<file path="config.mk">
export PLATFORM = sky130hd
export DESIGN_NAME = motor_cmd_sequencer_flat
export DESIGN_NICKNAME = d
export VERILOG_FILES = /design/src/rtl/motor_cmd_sequencer_if.sv /design/src/rtl/motor_cmd_sequencer.sv /design/src/flat_wrapper.sv
export SDC_FILE = /design/constraint.sdc
export NUM_CORES = 1
export LEC_CHECK = 0
export CAP_MARGIN = 20
export CELL_PAD_IN_SITES_DETAIL_PLACEMENT = 1
export CELL_PAD_IN_SITES_GLOBAL_PLACEMENT = 2
export CORE_MARGIN = 1
export CORE_UTILIZATION = 34
export DETAILED_ROUTE_END_ITERATION = 8
export PLACE_DENSITY = 0.74
export SETUP_SLACK_MARGIN = 0.5
export SYNTH_ARGS = -nofsm -noshare
export SYNTH_HDL_FRONTEND = slang
export SYNTH_SLANG_ARGS = --single-unit
</file>
<file path="constraint.sdc">
create_clock -name clk -period 1.97 [get_ports clk]
set_input_delay 0.2955 -clock clk [delete_from_list [all_inputs] [get_ports clk]]
set_output_delay 0.2955 -clock clk [all_outputs]
set_load 0.005 [all_outputs]
</file>
<file path="src/rtl/motor_cmd_sequencer_if.sv">
// Handshake bundle between the waiter FSM side and the motor command sequencer.
interface motor_cmd_sequencer_if #(
  parameter int STATE_W = 4,
  parameter int NUM_CH  = 5
);
  localparam int CW = (NUM_CH > 1) ? $clog2(NUM_CH) : 1;

  logic               en_i;
  logic [STATE_W-1:0] direction_i;
  logic [NUM_CH-1:0]  ch_rst_o;
  logic [CW-1:0]      active_ch_o;
  logic               cmd_change_o;

  modport master (output en_i, direction_i, input ch_rst_o, active_ch_o, cmd_change_o);
  modport slave  (input en_i, direction_i, output ch_rst_o, active_ch_o, cmd_change_o);
endinterface

</file>
<file path="src/rtl/motor_cmd_sequencer.sv">
// Debounces the FSM direction code, maps it to a controller channel and issues
// periodic one-hot reset pulses on that channel.
module motor_cmd_sequencer #(
  parameter int STATE_W    = 4,
  parameter int NUM_CH     = 5,
  parameter int PERIOD     = 4194304,
  parameter int PULSE_W    = 1,
  parameter int SETTLE_CYC = 4,
  parameter int STOP_CH    = 2,
  parameter logic [3*(2**STATE_W)-1:0] CH_MAP = {
    3'd2, 3'd2, 3'd2, 3'd2, 3'd2, 3'd2, 3'd2, 3'd0,
    3'd1, 3'd4, 3'd1, 3'd2, 3'd0, 3'd3, 3'd0, 3'd2}
) (
  input logic clk,
  input logic rst_n,
  motor_cmd_sequencer_if.slave bus
);
  localparam int CW = (NUM_CH > 1) ? $clog2(NUM_CH) : 1;
  localparam int PW = (PERIOD > 1) ? $clog2(PERIOD) : 1;
  localparam int SW = $clog2(SETTLE_CYC + 1);
  localparam int WW = $clog2(PULSE_W + 1);
  localparam logic [PW-1:0] P_LAST = PW'(PERIOD - 1);
  localparam logic [SW-1:0] S_LAST = SW'(SETTLE_CYC - 1);
  localparam logic [WW-1:0] W_LAST = WW'(PULSE_W - 1);

  typedef enum logic [1:0] {OFF, SETTLE, PULSE, WAIT} state_e;

  state_e             state_q;
  logic [STATE_W-1:0] cand_q, dir_q;
  logic               cand_vld_q, first_q, acc_q;
  logic [SW-1:0]      settle_cnt_q;
  logic [WW-1:0]      pulse_cnt_q;
  logic [PW-1:0]      period_cnt_q;
  logic [NUM_CH-1:0]  ch_rst_q;
  logic [CW-1:0]      active_ch_q;
  logic               cmd_change_q;

  logic [STATE_W-1:0] dir;
  logic               match, settle_done;

  function automatic logic [CW-1:0] sel_ch(input logic [STATE_W-1:0] d);
    logic [2:0] f;
    f = CH_MAP[3*int'(d) +: 3];
    return (int'(f) >= NUM_CH) ? CW'(STOP_CH) : CW'(f);
  endfunction

  assign dir = bus.direction_i;
  // Right after reset the candidate is taken to be whatever direction is present.
  assign match       = !cand_vld_q || (dir == cand_q);
  assign settle_done = (int'(settle_cnt_q) + 1) >= (SETTLE_CYC - 1);

  always_ff @(posedge clk or negedge rst_n) begin
    if (!rst_n) begin
      state_q      <= SETTLE;
      cand_q       <= '0;
      cand_vld_q   <= 1'b0;
      first_q      <= 1'b1;
      acc_q        <= 1'b0;
      settle_cnt_q <= '0;
      pulse_cnt_q  <= '0;
      period_cnt_q <= '0;
      dir_q        <= '0;
      ch_rst_q     <= '0;
      active_ch_q  <= CW'(STOP_CH);
      cmd_change_q <= 1'b0;
    end else begin
      cmd_change_q <= 1'b0;
      if (!bus.en_i) begin
        state_q      <= OFF;
        ch_rst_q     <= '0;
        acc_q        <= 1'b0;
        period_cnt_q <= '0;
      end else begin
        case (state_q)
          OFF: begin
            state_q      <= SETTLE;
            cand_q       <= dir;
            cand_vld_q   <= 1'b1;
            settle_cnt_q <= '0;
            first_q      <= 1'b1;
          end
          SETTLE: begin
            if (acc_q) begin
              // Accept cycle (cmd_change high) is done; pulse begins now.
              acc_q        <= 1'b0;
              state_q      <= PULSE;
              ch_rst_q     <= {{(NUM_CH-1){1'b0}}, 1'b1} << active_ch_q;
              pulse_cnt_q  <= '0;
              period_cnt_q <= '0;
            end else begin
              cand_q     <= dir;
              cand_vld_q <= 1'b1;
              if (!match) begin
                settle_cnt_q <= '0;
              end else if (settle_done) begin
                settle_cnt_q <= S_LAST;
                dir_q        <= dir;
                active_ch_q  <= sel_ch(dir);
                cmd_change_q <= first_q || (dir != dir_q);
                first_q      <= 1'b0;
                acc_q        <= 1'b1;
              end else begin
                settle_cnt_q <= settle_cnt_q + 1'b1;
              end
            end
          end
          PULSE: begin
            period_cnt_q <= period_cnt_q + 1'b1;
            if (pulse_cnt_q == W_LAST) begin
              ch_rst_q <= '0;
              if (dir != dir_q) begin
                state_q      <= SETTLE;
                cand_q       <= dir;
                settle_cnt_q <= '0;
              end else begin
                state_q <= WAIT;
              end
            end else begin
              pulse_cnt_q <= pulse_cnt_q + 1'b1;
            end
          end
          WAIT: begin
            if (dir != dir_q) begin
              state_q      <= SETTLE;
              cand_q       <= dir;
              settle_cnt_q <= '0;
            end else if (period_cnt_q == P_LAST) begin
              state_q      <= PULSE;
              ch_rst_q     <= {{(NUM_CH-1){1'b0}}, 1'b1} << active_ch_q;
              pulse_cnt_q  <= '0;
              period_cnt_q <= '0;
            end else begin
              period_cnt_q <= period_cnt_q + 1'b1;
            end
          end
          default: state_q <= OFF;
        endcase
      end
    end
  end

  assign bus.ch_rst_o     = ch_rst_q;
  assign bus.active_ch_o  = active_ch_q;
  assign bus.cmd_change_o = cmd_change_q;
endmodule

</file>
<file path="src/flat_wrapper.sv">
// flat-port wrapper written by rule: the top's interface ports become plain ports
module motor_cmd_sequencer_flat 
#(
  parameter int STATE_W    = 4,
  parameter int NUM_CH     = 5,
  parameter int PERIOD     = 4194304,
  parameter int PULSE_W    = 1,
  parameter int SETTLE_CYC = 4,
  parameter int STOP_CH    = 2,
  parameter logic [3*(2**STATE_W)-1:0] CH_MAP = {
    3'd2, 3'd2, 3'd2, 3'd2, 3'd2, 3'd2, 3'd2, 3'd0,
    3'd1, 3'd4, 3'd1, 3'd2, 3'd0, 3'd3, 3'd0, 3'd2}
)
  (clk, rst_n, bus_en_i, bus_direction_i, bus_ch_rst_o, bus_active_ch_o, bus_cmd_change_o);
  motor_cmd_sequencer_if #(.STATE_W(STATE_W), .NUM_CH(NUM_CH)) bus_i ();
  input logic clk;
  input logic rst_n;
  input wire logic [$bits(bus_i.en_i)-1:0] bus_en_i;
  input wire logic [$bits(bus_i.direction_i)-1:0] bus_direction_i;
  output wire logic [$bits(bus_i.ch_rst_o)-1:0] bus_ch_rst_o;
  output wire logic [$bits(bus_i.active_ch_o)-1:0] bus_active_ch_o;
  output wire logic [$bits(bus_i.cmd_change_o)-1:0] bus_cmd_change_o;
  assign bus_i.en_i = bus_en_i;
  assign bus_i.direction_i = bus_direction_i;
  assign bus_ch_rst_o = bus_i.ch_rst_o;
  assign bus_active_ch_o = bus_i.active_ch_o;
  assign bus_cmd_change_o = bus_i.cmd_change_o;
  motor_cmd_sequencer #(.STATE_W(STATE_W), .NUM_CH(NUM_CH), .PERIOD(PERIOD), .PULSE_W(PULSE_W), .SETTLE_CYC(SETTLE_CYC), .STOP_CH(STOP_CH), .CH_MAP(CH_MAP)) u_core (.clk(clk), .rst_n(rst_n), .bus(bus_i));
endmodule
</file>
==> qor.csv <==
metric,value,unit
Crit. End Element,flop,
number of primary I/O pins,16,
Max Slew Vio Count,0,
CTS tree,built,
DIE WIDTH,86.6,um
Die Area,7500,um^2
net total in the final layout,340,
worst flop-to-flop path endpoint,u_core.cand_q[1],
worst slew pin tran,0.449,ns
Post-Syn Instances,242,
area share of the largest cell type after synthesis,0.452,
clk_lat worst skew,0.30,ns
met3 Use GR,0.0286,
maximum vdd ir drop,0.454,mV
Async SR Flop Fraction,1.00,
violated checks,setup timing,
kind of critical path,reg2reg,
Max Fanout on Critical Path,5,
layout cells sized above 1,0.446,
count of cell types in the netlist,46,
H-tree depth,2,
post-route ant nets,0,
Seq cells post-synth,47,
Congestion Overflow GR,0,
most frequent cell after synthesis,dfrtp_1,
Max transition margin,0.699,
M1 GR Usage,0.275,
Max stage delay on crit path,0.57,ns
antenna violations before repair,0,
crit path max-delay cell type,or4_4,
Vias/cell,5.18,
Initial Utilization,0.354,
Longest Clk Path Bufs,2,
CTS Buf Count,5,
"critical path, cell by cell",xor2_4 -> or4_4 -> o211ai_4 -> mux2_4,
CP startpoint,u_core.dir_q[2],
Synth Net Count,251,
die height,86.6,um
largest area contributor in the netlist,dfrtp_1,
Clock Sinks,47,
r2r setup slk,-0.003,ns
Tot GR Track Use,0.199,
clock root cell,clkbuf_8,
reg2reg start,u_core.dir_q[2],
FP Rows,30,
Leak,0.00174,uW
DP Area,3120,um^2
RSZ-0062 raised after global routing,true,
Final Critical Period,1.97,ns
Register-to-Register Path Depth,4,
"Hold Violations, Final",0,
average size of a mapped cell,10.1,um^2
Clock Skew,0.0175,ns
Post-synth EDFFs,0,
Avg WL per Cell,16.3,um
number of iterations in the first detailed-routing pass,4,
f_max,507,MHz
final core occ,0.550,
period utilization,1.00,
gr busiest metal,met2,
core area,6870,um^2
Post-synth top cells,"dfrtp_1, nor2_1, o21ai_0",
Hold/Removal Path Class,in2async,
DRC Markers,0,
sequential fraction of the synthesis area,0.485,
DR iter-0 viols,92,
largest net degree at the start of global routing,22,
port bufs,15,
Final Instance Area,3770,um^2
first-pass GRT wire length,11.5,mm
Main synth FF type,dfrtp_1,
outcome,finished with violations,
total of max-cap violations,0,
main area contributors after synthesis,"dfrtp_1, mux2_2, xor2_1",
CP required,2.17,ns
vias in the first global route,2296,
Worst setup SP type,flop,
Final WS setup,-0.00328,ns
Syn-to-layout area delta,55.1,%
vias,2217,
CP arrival,2.17,ns
Routed WL,6.96,mm
total number of yosys warnings,0,
Final GP Congestion,0.771,
total chip power,2040,uW
PD cells,541,nW/um^2
mapped cell area,2430,um^2
clock transition at the registers of the reported paths,0.10,ns
dpl hpwl,4.60,mm
final-report setup violation count,3,
met2 global-route usage,0.332,
n_diodes,0,
[routing by layer]
metal  wire length, um  part of all wire
met4                40            0.0057
met3               138             0.020
met1              3370              0.48
met5                 0                 0
met2              3420              0.49
[state kept, by name (all words and copies together) (netlist names)]
name and cells:
u_core.period_cnt_q 22, u_core.bus.ch_rst_o 5, u_core.cand_q 4, u_core.dir_q 4, u_core.bus.active_ch_o 3, u_core.settle_cnt_q 3, u_core.state_q 2, u_core.acc_q 1
u_core.bus.cmd_change_o 1, u_core.cand_vld_q 1, u_core.first_q 1
[worst max path at each step]
stage	endpoint	slack, ns
floorplan	u_core.bus.ch_rst_o[0]	0.07
global placement	u_core.bus.ch_rst_o[2]	-0.34
detailed placement	u_core.cand_q[1]	-0.37
CTS	u_core.cand_q[0]	0.00009
global route	u_core.cand_q[0]	-0.04
finish	u_core.cand_q[1]	-0.003
[logic make-up after synthesis]
group           Yosys count  synth area share
simple gates             95             0.206
fa+ha+maj                 2            0.0103
mux                      14            0.0648
xor+xnor                 14            0.0504
buf+inv                  16            0.0303
compound gates           54             0.153
flops                    47             0.485
[worst max-delay path: cells and delay by family (launching register included)]
family | cells | cell delay (ns)
and+or+nand+nor | 1 | 0.57
AOI/OAI and AO/OA | 1 | 0.35
muxes | 1 | 0.34
DFF | 1 | 0.45
xor gates and xnor gates | 1 | 0.16
[repair_timing]
item,in CTS,in global routing
pin swaps,23,23
endpoints found under the hold margin,12,0
hold buffers,1,0
buffers inserted,13,11
setup endpoints to repair,49,52
resized for setup,65,34
cloned,1,1
[power breakdown]
part           total [uW]  switching (uW)  internal (uW)
registers             988            9.61            978
logic                 212             109            103
clock network         842             334            508
[metrics by stage]
stage / hold WS [ns] / TNS [ns] / std cells / worst slack (ns)
2_1_floorplan: -0.0000911 / 0 / 242 / 0.0699
3_3_place_gp: 0.223 / -12.03 / 393 / -0.336
3_5_place_dp: 0.221 / -12.55 / 393 / -0.370
4_1_cts: 0.432 / 0 / 416 / 0.0000915
5_1_grt: 0.471 / -0.275 / 428 / -0.0402
6_report: 0.433 / -0.00572 / 428 / -0.00328
[cell usage in the layout (no fill, tap or decap), drive strengths merged, types with 4 or more instances in the layout]
master and instances:
a21oi 6, a22o 7, buf 75, clkbuf 6, clkdlybuf4s50 4, dfrtp 44, dlygate4sd2 4, dlymetal6s2s 4
inv 7, mux2 14, nand2 22, nand3 9, nand4 8, nor2 23, nor3 5, nor3b 4
nor4 4, o21ai 22, or4 5, xor2 14
[layout make-up]
type	count	area, um^2
Inverter	7	26.3
Sequential cell	47	1180
Clock inverter	2	60.1
Multi-Input combinational cell	180	1500
Timing Repair Buffer	90	812
Clock buffer	6	72.6
Tap cell	96	120
Fill cell	753	3090
(Power assumes the default switching activity.)
